## config.mk

```make
export PLATFORM = sky130hd
export DESIGN_NAME = dense_layer_compute_mlane
export DESIGN_NICKNAME = d
export VERILOG_FILES = /design/src/rtl/dense_layer_compute_mlane.sv
export SDC_FILE = /design/constraint.sdc
export NUM_CORES = 1
export LEC_CHECK = 0
export CAP_MARGIN = 20
export CORE_MARGIN = 1
export CORE_UTILIZATION = 45
export DETAILED_ROUTE_END_ITERATION = 10
export PLACE_DENSITY = 0.71
export SLEW_MARGIN = 5
export SYNTH_ARGS = -nofsm -noshare
export SYNTH_HDL_FRONTEND = slang
export SYNTH_SLANG_ARGS = --single-unit
```

## constraint.sdc

```tcl
create_clock -name clk -period 16.6 [get_ports clk]
set_input_delay 1.66 -clock clk [delete_from_list [all_inputs] [get_ports clk]]
set_output_delay 1.66 -clock clk [all_outputs]
set_load 0.02 [all_outputs]
```

## src/rtl/dense_layer_compute_mlane.sv

```systemverilog
// Multi-lane dense layer engine: LANES output channels accumulate in parallel, one input
// element per cycle, and results stream out one channel at a time over valid/ready.

module dense_layer_compute_mlane_lane #(
  parameter int DATA_W = 8,
  parameter int ACC_W  = 32
) (
  input  logic              clk,
  input  logic              reset,
  input  logic              load,
  input  logic              mac_en,
  input  logic [ACC_W-1:0]  bias,
  input  logic [DATA_W-1:0] x,
  input  logic [DATA_W-1:0] w,
  output logic [ACC_W-1:0]  acc
);
  logic signed [2*DATA_W-1:0] prod;
  logic [ACC_W-1:0]           prod_ext;
  logic [ACC_W-1:0]           acc_d, acc_q;

  assign prod     = $signed(x) * $signed(w);
  assign prod_ext = {{(ACC_W-2*DATA_W){prod[2*DATA_W-1]}}, prod};

  always_comb begin
    acc_d = acc_q;
    if (load)        acc_d = bias;
    else if (mac_en) acc_d = acc_q + prod_ext;
  end

  always_ff @(posedge clk) begin
    if (reset) acc_q <= '0;
    else       acc_q <= acc_d;
  end

  assign acc = acc_q;
endmodule

module dense_layer_compute_mlane #(
  parameter int MAX_IN  = 256,
  parameter int MAX_OUT = 64,
  parameter int LANES   = 4,
  parameter int DATA_W  = 8,
  parameter int ACC_W   = 32,
  localparam int IN_W   = $clog2(MAX_IN+1),
  localparam int OUT_W  = $clog2(MAX_OUT+1),
  localparam int TA_W   = $clog2(MAX_IN),
  localparam int WA_W   = $clog2(MAX_IN*MAX_OUT/LANES),
  localparam int BA_W   = (MAX_OUT/LANES > 1) ? $clog2(MAX_OUT/LANES) : 1,
  localparam int CH_W   = (MAX_OUT > 1) ? $clog2(MAX_OUT) : 1
) (
  input  logic                    clk,
  input  logic                    reset,
  input  logic                    start,
  input  logic                    relu_en,
  input  logic [IN_W-1:0]         input_size,
  input  logic [OUT_W-1:0]        output_size,
  output logic [TA_W-1:0]         tensor_ram_addr,
  output logic                    tensor_ram_re,
  input  logic [DATA_W-1:0]       tensor_ram_dout,
  output logic [WA_W-1:0]         weight_rom_addr,
  output logic                    weight_rom_re,
  input  logic [LANES*DATA_W-1:0] weight_rom_dout,
  output logic [BA_W-1:0]         bias_rom_addr,
  output logic                    bias_rom_re,
  input  logic [LANES*ACC_W-1:0]  bias_rom_dout,
  output logic [ACC_W-1:0]        out_data,
  output logic [CH_W-1:0]         out_channel,
  output logic                    out_valid,
  input  logic                    out_ready,
  output logic                    busy,
  output logic                    done
);
  localparam int L_W  = (LANES > 1) ? $clog2(LANES) : 1;
  localparam int CB_W = OUT_W + 1;

  typedef enum logic [2:0] {IDLE, BIAS, MAC, DRAIN, EMIT, DONE} state_t;

  state_t            state_d, state_q;
  logic [IN_W-1:0]   n_d, n_q, k_d, k_q;
  logic [OUT_W-1:0]  m_d, m_q;
  logic              relu_d, relu_q;
  logic [BA_W-1:0]   g_d, g_q;
  logic [L_W-1:0]    l_d, l_q;
  logic [WA_W-1:0]   wbase_d, wbase_q;
  logic [CB_W-1:0]   base_ch_d, base_ch_q;

  logic [LANES-1:0][ACC_W-1:0] acc;
  logic [ACC_W-1:0]            acc_sel;
  logic [CB_W-1:0]             ch_full;
  logic                        lane_last, group_last, lane_load, lane_mac;

  assign ch_full    = base_ch_q + CB_W'(l_q);
  assign lane_last  = (l_q == L_W'(LANES-1)) || (ch_full == CB_W'(m_q) - CB_W'(1));
  assign group_last = (base_ch_q + CB_W'(LANES)) >= CB_W'(m_q);
  assign lane_load  = (state_q == MAC) && (k_q == '0);
  // Memory data lags the address by one cycle, so lane MACs trail the reads and DRAIN finishes the last one.
  assign lane_mac   = ((state_q == MAC) && (k_q != '0)) || (state_q == DRAIN);

  genvar gl;
  generate
    for (gl = 0; gl < LANES; gl++) begin : g_lane
      dense_layer_compute_mlane_lane #(.DATA_W(DATA_W), .ACC_W(ACC_W)) u_lane (
        .clk    (clk),
        .reset  (reset),
        .load   (lane_load),
        .mac_en (lane_mac),
        .bias   (bias_rom_dout[gl*ACC_W +: ACC_W]),
        .x      (tensor_ram_dout),
        .w      (weight_rom_dout[gl*DATA_W +: DATA_W]),
        .acc    (acc[gl])
      );
    end
  endgenerate

  always_comb begin
    state_d   = state_q;
    n_d       = n_q;
    m_d       = m_q;
    relu_d    = relu_q;
    g_d       = g_q;
    k_d       = k_q;
    l_d       = l_q;
    wbase_d   = wbase_q;
    base_ch_d = base_ch_q;
    case (state_q)
      IDLE: if (start) begin
        n_d       = input_size;
        m_d       = output_size;
        relu_d    = relu_en;
        g_d       = '0;
        wbase_d   = '0;
        base_ch_d = '0;
        state_d   = (input_size == '0 || output_size == '0) ? DONE : BIAS;
      end
      BIAS: begin
        k_d     = '0;
        state_d = MAC;
      end
      MAC: begin
        k_d = k_q + IN_W'(1);
        if (k_q == n_q - IN_W'(1)) state_d = DRAIN;
      end
      DRAIN: begin
        l_d     = '0;
        state_d = EMIT;
      end
      EMIT: if (out_ready) begin
        if (!lane_last) l_d = l_q + L_W'(1);
        else if (group_last) state_d = DONE;
        else begin
          g_d       = g_q + BA_W'(1);
          wbase_d   = wbase_q + WA_W'(n_q);
          base_ch_d = base_ch_q + CB_W'(LANES);
          state_d   = BIAS;
        end
      end
      DONE:    state_d = IDLE;
      default: state_d = IDLE;
    endcase
  end

  always_ff @(posedge clk) begin
    if (reset) begin
      state_q   <= IDLE;
      n_q       <= '0;
      m_q       <= '0;
      relu_q    <= 1'b0;
      g_q       <= '0;
      k_q       <= '0;
      l_q       <= '0;
      wbase_q   <= '0;
      base_ch_q <= '0;
    end else begin
      state_q   <= state_d;
      n_q       <= n_d;
      m_q       <= m_d;
      relu_q    <= relu_d;
      g_q       <= g_d;
      k_q       <= k_d;
      l_q       <= l_d;
      wbase_q   <= wbase_d;
      base_ch_q <= base_ch_d;
    end
  end

  assign acc_sel = acc[l_q];

  // Outputs decode directly from registered state, so they are zero in IDLE and right after reset.
  always_comb begin
    busy            = (state_q != IDLE);
    done            = (state_q == DONE);
    bias_rom_re     = (state_q == BIAS);
    tensor_ram_re   = (state_q == MAC);
    weight_rom_re   = (state_q == MAC);
    out_valid       = (state_q == EMIT);
    bias_rom_addr   = bias_rom_re   ? g_q : '0;
    tensor_ram_addr = tensor_ram_re ? TA_W'(k_q) : '0;
    weight_rom_addr = weight_rom_re ? wbase_q + WA_W'(k_q) : '0;
    out_channel     = out_valid ? CH_W'(ch_full) : '0;
    out_data        = '0;
    if (out_valid) out_data = (relu_q && acc_sel[ACC_W-1]) ? '0 : acc_sel;
  end
endmodule

```

==> flow_summary_export.csv <==
group,metric,value,unit
clocking,ctsLongestPathBuffers,2,
detailed_routing,wl_per_cell,19.0,um
synthesis,synthDominantAreaCellType,"fa_1",
floorplanning,core_area,0.0569,mm^2
worst_setup_path,startpoint_type,"input port",
global_routing,vias_in_the_first_global_route,22800,
timing,worst_slew_pin_slew,1.15,ns
timing,rsz0062_at_grt,"no",
synthesis,synth_area_per_cell,8.08,um^2
finish,num-nets-final,4084,
clocking,cts_made_buffers,17,
synthesis,synth_top_area_share,17.3,%
hold_path,hold_depth,2,
floorplanning,dieWidth,243,um
detailed_routing,violation_count_after_the_first_detailed_routing_iteration,1684,
placement,dp_hpwl,61500,um
timing,post-route-worst-setup-slack,7.46,ns
clocking,clock-sinks,181,
detailed_routing,postRouteWirelength,79000,um
synthesis,synth_seq_area_share,13.9,%
worst_setup_path,r2r_slack,12.43,ns
timing,hold_viol,0,
synthesis,ys.flop_type,"dfxtp_1",
synthesis,synthTopCellsByArea,"fa_1 (17%), dfxtp_1 (14%), ha_1 (13%)",
finish,ratio_of_cells_with_drive_above_1_in_the_final_layout,4.22,%
placement,place_inst,4135,
clocking,cts_root_buf,"clkbuf_16",
global_routing,grt_pass1_wl,124000,um
synthesis,synth_area,0.0261,mm^2
worst_setup_path,cp.required,16.98,ns
detailed_routing,vias,23800,
clocking,reg_clk_slew_reported_paths,0.07,ns
placement,gp_routability_congestion,0.980,
worst_setup_path,rr_worst_depth,9,
global_routing,grt_remaining_overflow,0,
hold_path,hp-class,"reg2reg",
run,max-cap-violations,0,
timing,worst_clock_skew,0.0141,ns
timing,finalSetupTns,0,ns
clocking,cts_repair_resizes,0,
clocking,worstSkewPairLatency,0.47,ns
floorplanning,dieArea,0.0590,mm^2
run_status,status,"completed",
global_routing,grt_usage,26.5,%
detailed_routing,ant_nets,0,
placement,post-place-ws,7.09,ns
worst_setup_path,startpoint_of_the_lowest_slack_register_to_register_path,"state_q[2]",
synthesis,async_reset_ff_share,0,%
finish,layout-area-overhead-vs-synth,14.3,%
floorplanning,die_height,243,um
detailed_routing,drt-vias-per-instance,5.72,
clocking,cts-hold-fix-buffers,0,
detailed_routing,drcViolationCount,0,
clocking,cts_tree,"done",
finish,sequential_cell_area,0.00363,mm^2
placement,io_buffer_count,256,
global_routing,antenna_found_initial,1,
floorplanning,num_io_pins,257,
detailed_routing,drt-pass1-iter-count,5,
timing,slew_violations,0,
timing,maxSlewHeadroom,23.2,%
finish,final_cells,4166,
timing,layout_worst_path_cycle_share,55.1,%
worst_setup_path,critPathKind,"in2reg",
synthesis,synth_cell_type_count,86,
floorplanning,initial_core_utilization,45.9,%
hold_path,worst_hold_startpoint,"g_lane[3].u_lane.acc[2]",
hold_path,whs_endpoint,"g_lane[3].u_lane.acc[2]",
synthesis,syn-instance-count,3233,
clocking,h-tree-depth,4,
timing,finalCriticalPeriod,9.14,ns
timing,fmax,109,MHz
floorplanning,row_count,87,
synthesis,synth_nets,3919,
worst_setup_path,worst_setup_path_end_kind,"flop",
clocking,post-cts-setup-buffers,0,
timing,setup-violations-final,0,
finish,post-route-util,52.5,%
synthesis,ys_warn_count,0,
worst_setup_path,timing.critical_path.arrival,9.52,ns
worst_setup_path,timing.critical_path.fanout_max,32,
synthesis,synth_seq_cells,181,
worst_setup_path,r2r_end,"g_lane[0].u_lane.acc[28]",
finish,multi_input_combinational_cell_area,0.0206,mm^2
global_routing,grt_start_max_net_pins,78,
synthesis,synth_enable_flop_cells,0,
finish,nFillCells,5431,
finish,n_antenna_cell,0,
## flip-flops by register name (all words and copies together) (netlist names)
signal,flops
k_q,9
wbase_q,12
state_q,3
n_q,9
l_q,2
m_q,7
base_ch_q,6
g_lane.u_lane.acc,128
g_q,4
relu_q,1
## how the worst max path moves through the flow
stage | startpoint | endpoint | slack [ns] | depth (start not counted)
global placement | tensor_ram_dout[6] | g_lane[1].u_lane.acc[28] | 7.22 | 28
CTS | tensor_ram_dout[6] | g_lane[0].u_lane.acc[29] | 7.56 | 28
finish | tensor_ram_dout[6] | g_lane[0].u_lane.acc[29] | 7.46 | 28
floorplan | tensor_ram_dout[6] | g_lane[0].u_lane.acc[29] | 8.18 | 28
detailed placement | tensor_ram_dout[6] | g_lane[1].u_lane.acc[28] | 7.09 | 28
global route | tensor_ram_dout[6] | g_lane[1].u_lane.acc[28] | 7.04 | 28
## cell usage after synthesis (70+ instances only)
cell type / count
a21oi_1: 253
and2_1: 192
clkbuf_1: 115
dfxtp_1: 181
fa_1: 226
ha_1: 271
inv_1: 384
nand2_1: 316
nand3_1: 70
nor2_1: 210
o21ai_0: 122
xnor2_1: 155
## layer usage
metal / vias to the layer above / global-route usage [%] / part of all wire (%)
li1: 11300 / - / -
met1: 11500 / 35.7 / 43
met2: 839 / 43.2 / 46
met3: 155 / 3.42 / 6.8
met4: 2 / 10.5 / 4.0
met5: - / 0 / 0.016
## kinds of logic (layout without fill, tap and decap cells)
kind of cell    after synthesis  in the layout  synth area share [%]
simple gates               1040           1040                  19.5
compound gates              736            736                  18.2
buf+inv                     521            698                  7.63
fa+ha+maj                   497            497                  30.3
xor+xnor                    207            207                  6.94
flops                       181            181                  13.9
mux                          51             51                  3.52
## critical path, cell delays in order
cell	delay, ns
clkdlybuf4s50_1	0.46
buf_4	0.34
nand2_1	0.14
fa_1	0.55
inv_1	0.05
fa_1	0.48
fa_1	0.49
inv_1	0.05
fa_1	0.47
inv_1	0.04
ha_1	0.32
nor3_1	0.20
nor2_1	0.07
a31oi_1	0.28
nor2b_1	0.09
o21a_1	0.19
o41a_1	0.34
xnor2_2	0.81
ha_1	0.49
a21o_1	0.22
a2111oi_0	0.61
o21a_1	0.27
o21ai_0	0.15
a21o_1	0.22
a21oi_1	0.17
xnor2_1	0.14
nand2_1	0.07
a21oi_1	0.15
## layout make-up
type / instances / share of cell area, %
multi-input cells: 2531 / 68.9
flip-flops and latches: 181 / 12.1
repair buffers: 281 / 9.20
inverters: 386 / 4.85
well taps: 756 / 3.17
clock buffers: 20 / 1.50
clock inverters: 11 / 0.268
## through the flow
step / area [um^2] / hold WS (ns)
after CTS: 29900 / 0.478
after floorplan: 26100 / 0.446
after detailed placement: 29300 / 0.467
after global routing: 29900 / 0.513
final: 29900 / 0.478
after global placement: 29300 / 0.462
## layout by cell type (no fill, tap or decap), types with 8 or more instances in the layout
| cell type | instances |
|---|---|
| o22ai_1 | 12 |
| o21ai_0 | 122 |
| o21bai_1 | 34 |
| nand2b_1 | 26 |
| or2_2 | 8 |
| nor3_1 | 48 |
| a22oi_1 | 20 |
| a21oi_1 | 253 |
| nor2_1 | 210 |
| or3_1 | 16 |
| mux4_2 | 32 |
| fa_1 | 226 |
| nand2_1 | 316 |
| ha_1 | 271 |
| clkdlybuf4s50_1 | 255 |
| buf_4 | 26 |
| o21a_1 | 27 |
| nor2b_1 | 41 |
| dfxtp_1 | 179 |
| a31oi_1 | 26 |
| clkbuf_16 | 17 |
| mux2i_1 | 11 |
| xor2_1 | 52 |
| mux2_2 | 8 |
| a21o_1 | 69 |
| and2_1 | 192 |
| inv_1 | 384 |
| nand4_1 | 15 |
| a311oi_1 | 47 |
| nor3b_1 | 8 |
| o211ai_1 | 17 |
| a211oi_1 | 35 |
| xnor2_1 | 152 |
| nand3_1 | 68 |
| and3_1 | 56 |
Power is not shown: default switching activity piles up to over one toggle a cycle in this logic, so the estimate is an artifact.
